<file path="src/rtl/piso_serializer_hold_reg.sv">
// One-word holding register in front of the shifter: captures an accepted word
// and flags it as pending until the shifter takes it.
module piso_serializer_hold_reg #(
  parameter int WIDTH = 4
) (
  input  logic             clk,
  input  logic             rstn,
  input  logic             load,
  input  logic             take,
  input  logic [WIDTH-1:0] d,
  output logic [WIDTH-1:0] q,
  output logic             full
);

  logic [WIDTH-1:0] data_q, data_d;
  logic             full_q, full_d;

  // A load only happens while empty and a take only while full, so the two never collide.
  always_comb begin
    data_d = data_q;
    full_d = full_q;
    if (load) begin
      data_d = d;
      full_d = 1'b1;
    end else if (take) begin
      full_d = 1'b0;
    end else begin
      full_d = full_q;
    end
  end

  always_ff @(posedge clk or negedge rstn) begin
    if (!rstn) begin
      data_q <= {WIDTH{1'b0}};
      full_q <= 1'b0;
    end else begin
      data_q <= data_d;
      full_q <= full_d;
    end
  end

  assign q    = data_q;
  assign full = full_q;

endmodule

</file>
<file path="src/rtl/piso_serializer.sv">
// Parallel-in serial-out transmitter: valid/ready word intake, one holding slot,
// and a shifter that emits one bit per enabled clock with first/last strobes.
module piso_serializer #(
  parameter int WIDTH     = 4,
  parameter bit MSB_FIRST = 1'b1
) (
  input  logic             clk,
  input  logic             rstn,
  input  logic [WIDTH-1:0] in_data,
  input  logic             in_valid,
  output logic             in_ready,
  input  logic             ser_en,
  output logic             ser_out,
  output logic             ser_valid,
  output logic             ser_first,
  output logic             ser_last,
  output logic             busy
);

  localparam int CNT_W = $clog2(WIDTH);
  localparam logic [CNT_W-1:0] CNT_LAST = CNT_W'(WIDTH - 1);

  typedef enum logic {
    IDLE  = 1'b0,
    SHIFT = 1'b1
  } state_t;

  state_t           state_q, state_d;
  logic [WIDTH-1:0] sr_q, sr_d;
  logic [CNT_W-1:0] cnt_q, cnt_d;
  logic             ser_out_q, ser_valid_q, ser_first_q, ser_last_q;
  logic             ser_out_d, ser_valid_d, ser_first_d, ser_last_d;

  logic [WIDTH-1:0] hold_data;
  logic             hold_full;
  logic             accept;
  logic             take;

  function automatic logic out_bit(input logic [WIDTH-1:0] v);
    return MSB_FIRST ? v[WIDTH-1] : v[0];
  endfunction

  function automatic logic [WIDTH-1:0] shift_once(input logic [WIDTH-1:0] v);
    return MSB_FIRST ? {v[WIDTH-2:0], 1'b0} : {1'b0, v[WIDTH-1:1]};
  endfunction

  assign in_ready = rstn & ~hold_full;
  assign accept   = in_valid & in_ready;

  piso_serializer_hold_reg #(.WIDTH(WIDTH)) u_hold (
    .clk  (clk),
    .rstn (rstn),
    .load (accept),
    .take (take),
    .d    (in_data),
    .q    (hold_data),
    .full (hold_full)
  );

  // Next-state for FSM, shifter and counter; output strobes are decoded from the next state.
  always_comb begin
    state_d = state_q;
    sr_d    = sr_q;
    cnt_d   = cnt_q;
    take    = 1'b0;
    case (state_q)
      IDLE: begin
        if (hold_full) begin
          take    = 1'b1;
          sr_d    = hold_data;
          cnt_d   = {CNT_W{1'b0}};
          state_d = SHIFT;
        end else begin
          state_d = IDLE;
        end
      end
      SHIFT: begin
        if (ser_en) begin
          if (cnt_q == CNT_LAST) begin
            if (hold_full) begin
              take  = 1'b1;
              sr_d  = hold_data;
              cnt_d = {CNT_W{1'b0}};
            end else begin
              sr_d    = shift_once(sr_q);
              cnt_d   = {CNT_W{1'b0}};
              state_d = IDLE;
            end
          end else begin
            sr_d  = shift_once(sr_q);
            cnt_d = cnt_q + CNT_W'(1);
          end
        end else begin
          state_d = SHIFT;
        end
      end
      default: begin
        state_d = IDLE;
        sr_d    = {WIDTH{1'b0}};
        cnt_d   = {CNT_W{1'b0}};
      end
    endcase

    ser_valid_d = (state_d == SHIFT);
    ser_out_d   = ser_valid_d ? out_bit(sr_d) : 1'b0;
    ser_first_d = ser_valid_d && (cnt_d == {CNT_W{1'b0}});
    ser_last_d  = ser_valid_d && (cnt_d == CNT_LAST);
  end

  always_ff @(posedge clk or negedge rstn) begin
    if (!rstn) begin
      state_q     <= IDLE;
      sr_q        <= {WIDTH{1'b0}};
      cnt_q       <= {CNT_W{1'b0}};
      ser_out_q   <= 1'b0;
      ser_valid_q <= 1'b0;
      ser_first_q <= 1'b0;
      ser_last_q  <= 1'b0;
    end else begin
      state_q     <= state_d;
      sr_q        <= sr_d;
      cnt_q       <= cnt_d;
      ser_out_q   <= ser_out_d;
      ser_valid_q <= ser_valid_d;
      ser_first_q <= ser_first_d;
      ser_last_q  <= ser_last_d;
    end
  end

  assign ser_out   = ser_out_q;
  assign ser_valid = ser_valid_q;
  assign ser_first = ser_first_q;
  assign ser_last  = ser_last_q;
  assign busy      = (state_q == SHIFT) | hold_full;

endmodule

</file>
<file path="config.mk">
export PLATFORM = sky130hd
export DESIGN_NAME = piso_serializer
export DESIGN_NICKNAME = d
export VERILOG_FILES = /design/src/rtl/piso_serializer_hold_reg.sv /design/src/rtl/piso_serializer.sv
export SDC_FILE = /design/constraint.sdc
export NUM_CORES = 1
export LEC_CHECK = 0
export CAP_MARGIN = 0
export CORE_MARGIN = 1
export CORE_UTILIZATION = 53
export DETAILED_ROUTE_END_ITERATION = 8
export GPL_ROUTABILITY_DRIVEN = 1
export PLACE_DENSITY = 0.81
export RECOVER_POWER = 25
export SYNTH_ARGS = -nofsm -noshare
export SYNTH_HDL_FRONTEND = slang
export SYNTH_SLANG_ARGS = --single-unit
export TNS_END_PERCENT = 1
</file>
<file path="constraint.sdc">
create_clock -name clk -period 4.3 [get_ports clk]
set_input_delay 0.86 -clock clk [delete_from_list [all_inputs] [get_ports clk]]
set_output_delay 0.86 -clock clk [all_outputs]
set_load 0.02 [all_outputs]
</file>
==> results.md <==
* Max-cap violations at 0
* Worst-case clock buffer depth at 2
* Fillers at 115
* P per Cell Area at 703 mW/mm^2
* XOR/XNOR Fraction of Synth Area at 0%
* Tcrit/Tclk final at 76.7%
* Final Hold Fails at 0
* Unique masters post-synth at 27
* Post-Synth Simple-Gate Area at 13.3%
* RSZ-0062 raised after global routing: false
* Final Setup Violations at 0
* CP arrival at 2.44 ns
* Clk sink count at 15
* Setup TNS at 0 ns
* Post-DP HPWL at 1.03 mm
* Seq cells post-synth at 15
* I/O pin count at 14
* CTS tree: yes
* Initial DRC Count at 1
* Most common flop cell mapped by yosys: dfrtp_1
* Register area at 375 sq um
* Slew HR at 63.5%
* Most common cell after layout, fill and taps aside: dfrtp_1
* Hold Crit Class: reg2reg
* Hold Path Origin: u_hold.q[2]$_DFFE_PN0P_
* Fmax at 303 MHz
* Synth Area per Inst at 11.2 sq um
* IO buf count at 13
* Pins over their slew limit at 0
* DRC violations left at 0
* Cts-stage hold buffer count at 0
* Clock power share at 12.5%
* Cells after Synth at 69
* Worst R2R Start: cnt_q[0]$_DFF_PN0_
* Global placement routability congestion at 0.718
* Hold Path Stages at 1
* Die width at 40.1 um
* Layout Cells excl Fill at 98
* Syn Nets at 79
* Peak fanout along the critical path at 16
* Reg-to-Reg End: sr_q[2]$_DFFE_PN0P_
* Post-Place Cells at 94
* Clock skew at 0.00207 ns
* H-tree levels at 1
* Post-synth EDFFs at 0
* Leakage at 0.416 nW
* WL/cell at 15.4 um
* Post-synthesis mux area share at 16.4%
* Seq pwr share at 45.1%
* Share of layout cells above drive strength 1 at 14.5%
* Comb pwr share at 42.5%
* Clock slew seen by the registers of the worst setup and hold paths at 0.09 ns
* Critical path startpoint category: input port
* Post-synthesis compound-gate area fraction at 14.0%
* Most frequent cells in the layout: dfrtp_1 (15), clkdlybuf4s50_1 (12), mux2i_1 (7)
* Routed wire length at 1.51 mm
* Fin util at 69.8%
* Largest family of logic cells by synthesized area: multiplexers
* Post-Synth Adder-Cell Area at 3.25%
* Switching Share at 39.3%
* Critical Path RT at 3.44 ns
* Vias in the first global route at 479
* Post-route ant nets at 0
* Worst Tran Pin Value at 0.545 ns
* Synth top area cells: dfrtp_1 (49%), mux2i_1 (9.1%), mux2_2 (7.3%), a31oi_1 (3.2%), ha_1 (3.2%)
* Top-area cell type share of the netlist area at 48.7%
* # diodes at 0
* Status: finished clean
* Minimum clock period after layout at 3.30 ns
* Starting Density at 57.8%
* Async S/R FF share, synth at 100%
* Skew-Pair Late Insertion Delay at 0.29 ns
* Area of the multi-input gates at 362 sq um
* Post-CTS Setup Bufs at 0
* P_sw at 0.000257 W
* Cts bufs inserted at 3
* Root buffer selected by CTS: clkbuf_4
* Post-Syn Area at 771 sq um
* Total core area at 0.00133 sq mm
* First-pass GRT wire length at 2.14 mm
* Aggregate global routing overflow at 0
* Design Area, Final at 931 sq um
* Area Growth Syn to Fin at 20.8%
* # rows at 13
* Via-to-Cell Ratio at 5.89
* Largest net degree at the start of global routing at 18
* Via count at 577
* Initial antenna violation count at 0
* Maximum vdd drop at 0.375 mV
* Reg2Reg Setup Slack at 2.65 ns
* Die area at 0.00161 sq mm
* Placed inst area at 905 sq um
* Synth warn at 0
* Worst Setup Path Type: in2out
* Hold Path Sink: u_hold.q[2]$_DFFE_PN0P_
* Final net count at 94
* Cell internal pwr at 0.000397 W
* Sequential fraction of the synthesis area at 48.7%
* Worst Setup End Kind: output port
* Total GRT Usage at 20.9%
* Reg2Reg Depth at 4
* Synth area leader: dfrtp_1
* Cts repair resizes at 0
* Total iterations of the first detailed-routing run at 3
* Die Y at 40.1 um
-- state kept, by name, summed over array words and instances (netlist names) --
| name | flops |
|---|---|
| sr_q | 4 |
| u_hold.q | 4 |
| cnt_q | 2 |
| ser_first | 1 |
| ser_last | 1 |
| ser_out | 1 |
| ser_valid | 1 |
| u_hold.full | 1 |
-- Yosys cell counts, types with 2 or more instances --
cell type / instances
a221o_1: 2
a31oi_1: 4
and3_1: 2
buf_2: 2
dfrtp_1: 15
ha_1: 2
inv_1: 3
mux2_2: 5
mux2i_1: 7
nand2_1: 4
nand2b_1: 4
nor2_1: 2
nor2b_1: 3
-- worst max path at each step --
stage	startpoint	endpoint	slack, ns	cells past startpoint
final	rstn	in_ready	1.00	4
after global routing	rstn	in_ready	0.87	4
after CTS	rstn	in_ready	1.06	4
after detailed placement	rstn	in_ready	1.07	4
after global placement	rstn	in_ready	1.07	4
after floorplan	rstn	in_ready	2.22	1
-- stage by stage --
step | hold slack [ns] | power (W) | setup WS, ns
3_5_place_dp | 0.520 | 0.000574 | 1.07
6_report | 0.547 | 0.000654 | 1.00
2_1_floorplan | 0.495 | 0.000482 | 2.22
3_3_place_gp | 0.516 | 0.000554 | 1.07
4_1_cts | 0.545 | 0.000657 | 1.06
5_1_grt | 0.568 | 0.000692 | 0.868
-- critical path, cell delays in order --
cell             delay (ns)
dlygate4sd3_1          0.52
buf_4                  0.23
nor2b_1                0.20
clkdlybuf4s50_1        0.63
-- area by class of cell --
type                    count  share of cell area [%]
clock buffers               4                    2.82
inverters                   3                    1.21
flip-flops and latches     15                    40.3
repair buffers             14                    14.8
well taps                  15                    2.02
multi-input cells          47                    38.8
-- per-layer routing --
layer	wire (um)	track usage, %
met3	45	5.00
met4	34	12.9
met2	725	31.5
met5	0	0
met1	705	26.9
-- logic make-up (layout without fill, tap and decap cells) --
| kind of cell | after synthesis | after routing |
|---|---|---|
| and+or+nand+nor | 19 | 19 |
| buffers and inverters | 7 | 21 |
| DFF | 15 | 15 |
| AOI/OAI and AO/OA | 14 | 14 |
| muxes | 12 | 12 |
| adders and majority gates | 2 | 2 |
-- power groups by stage --
| stage | Combinational, W | Sequential (W) | Clock [W] |
|---|---|---|---|
| 2_1_floorplan | 0.000214 | 0.000268 | 0 |
| 3_3_place_gp | 0.000266 | 0.000289 | 0 |
| 3_5_place_dp | 0.000278 | 0.000297 | 0 |
| 4_1_cts | 0.000280 | 0.000293 | 0.0000841 |
| 5_1_grt | 0.000303 | 0.000302 | 0.0000874 |
| 6_report | 0.000278 | 0.000295 | 0.0000818 |
Note: power is estimated with default switching activity, not from simulation.
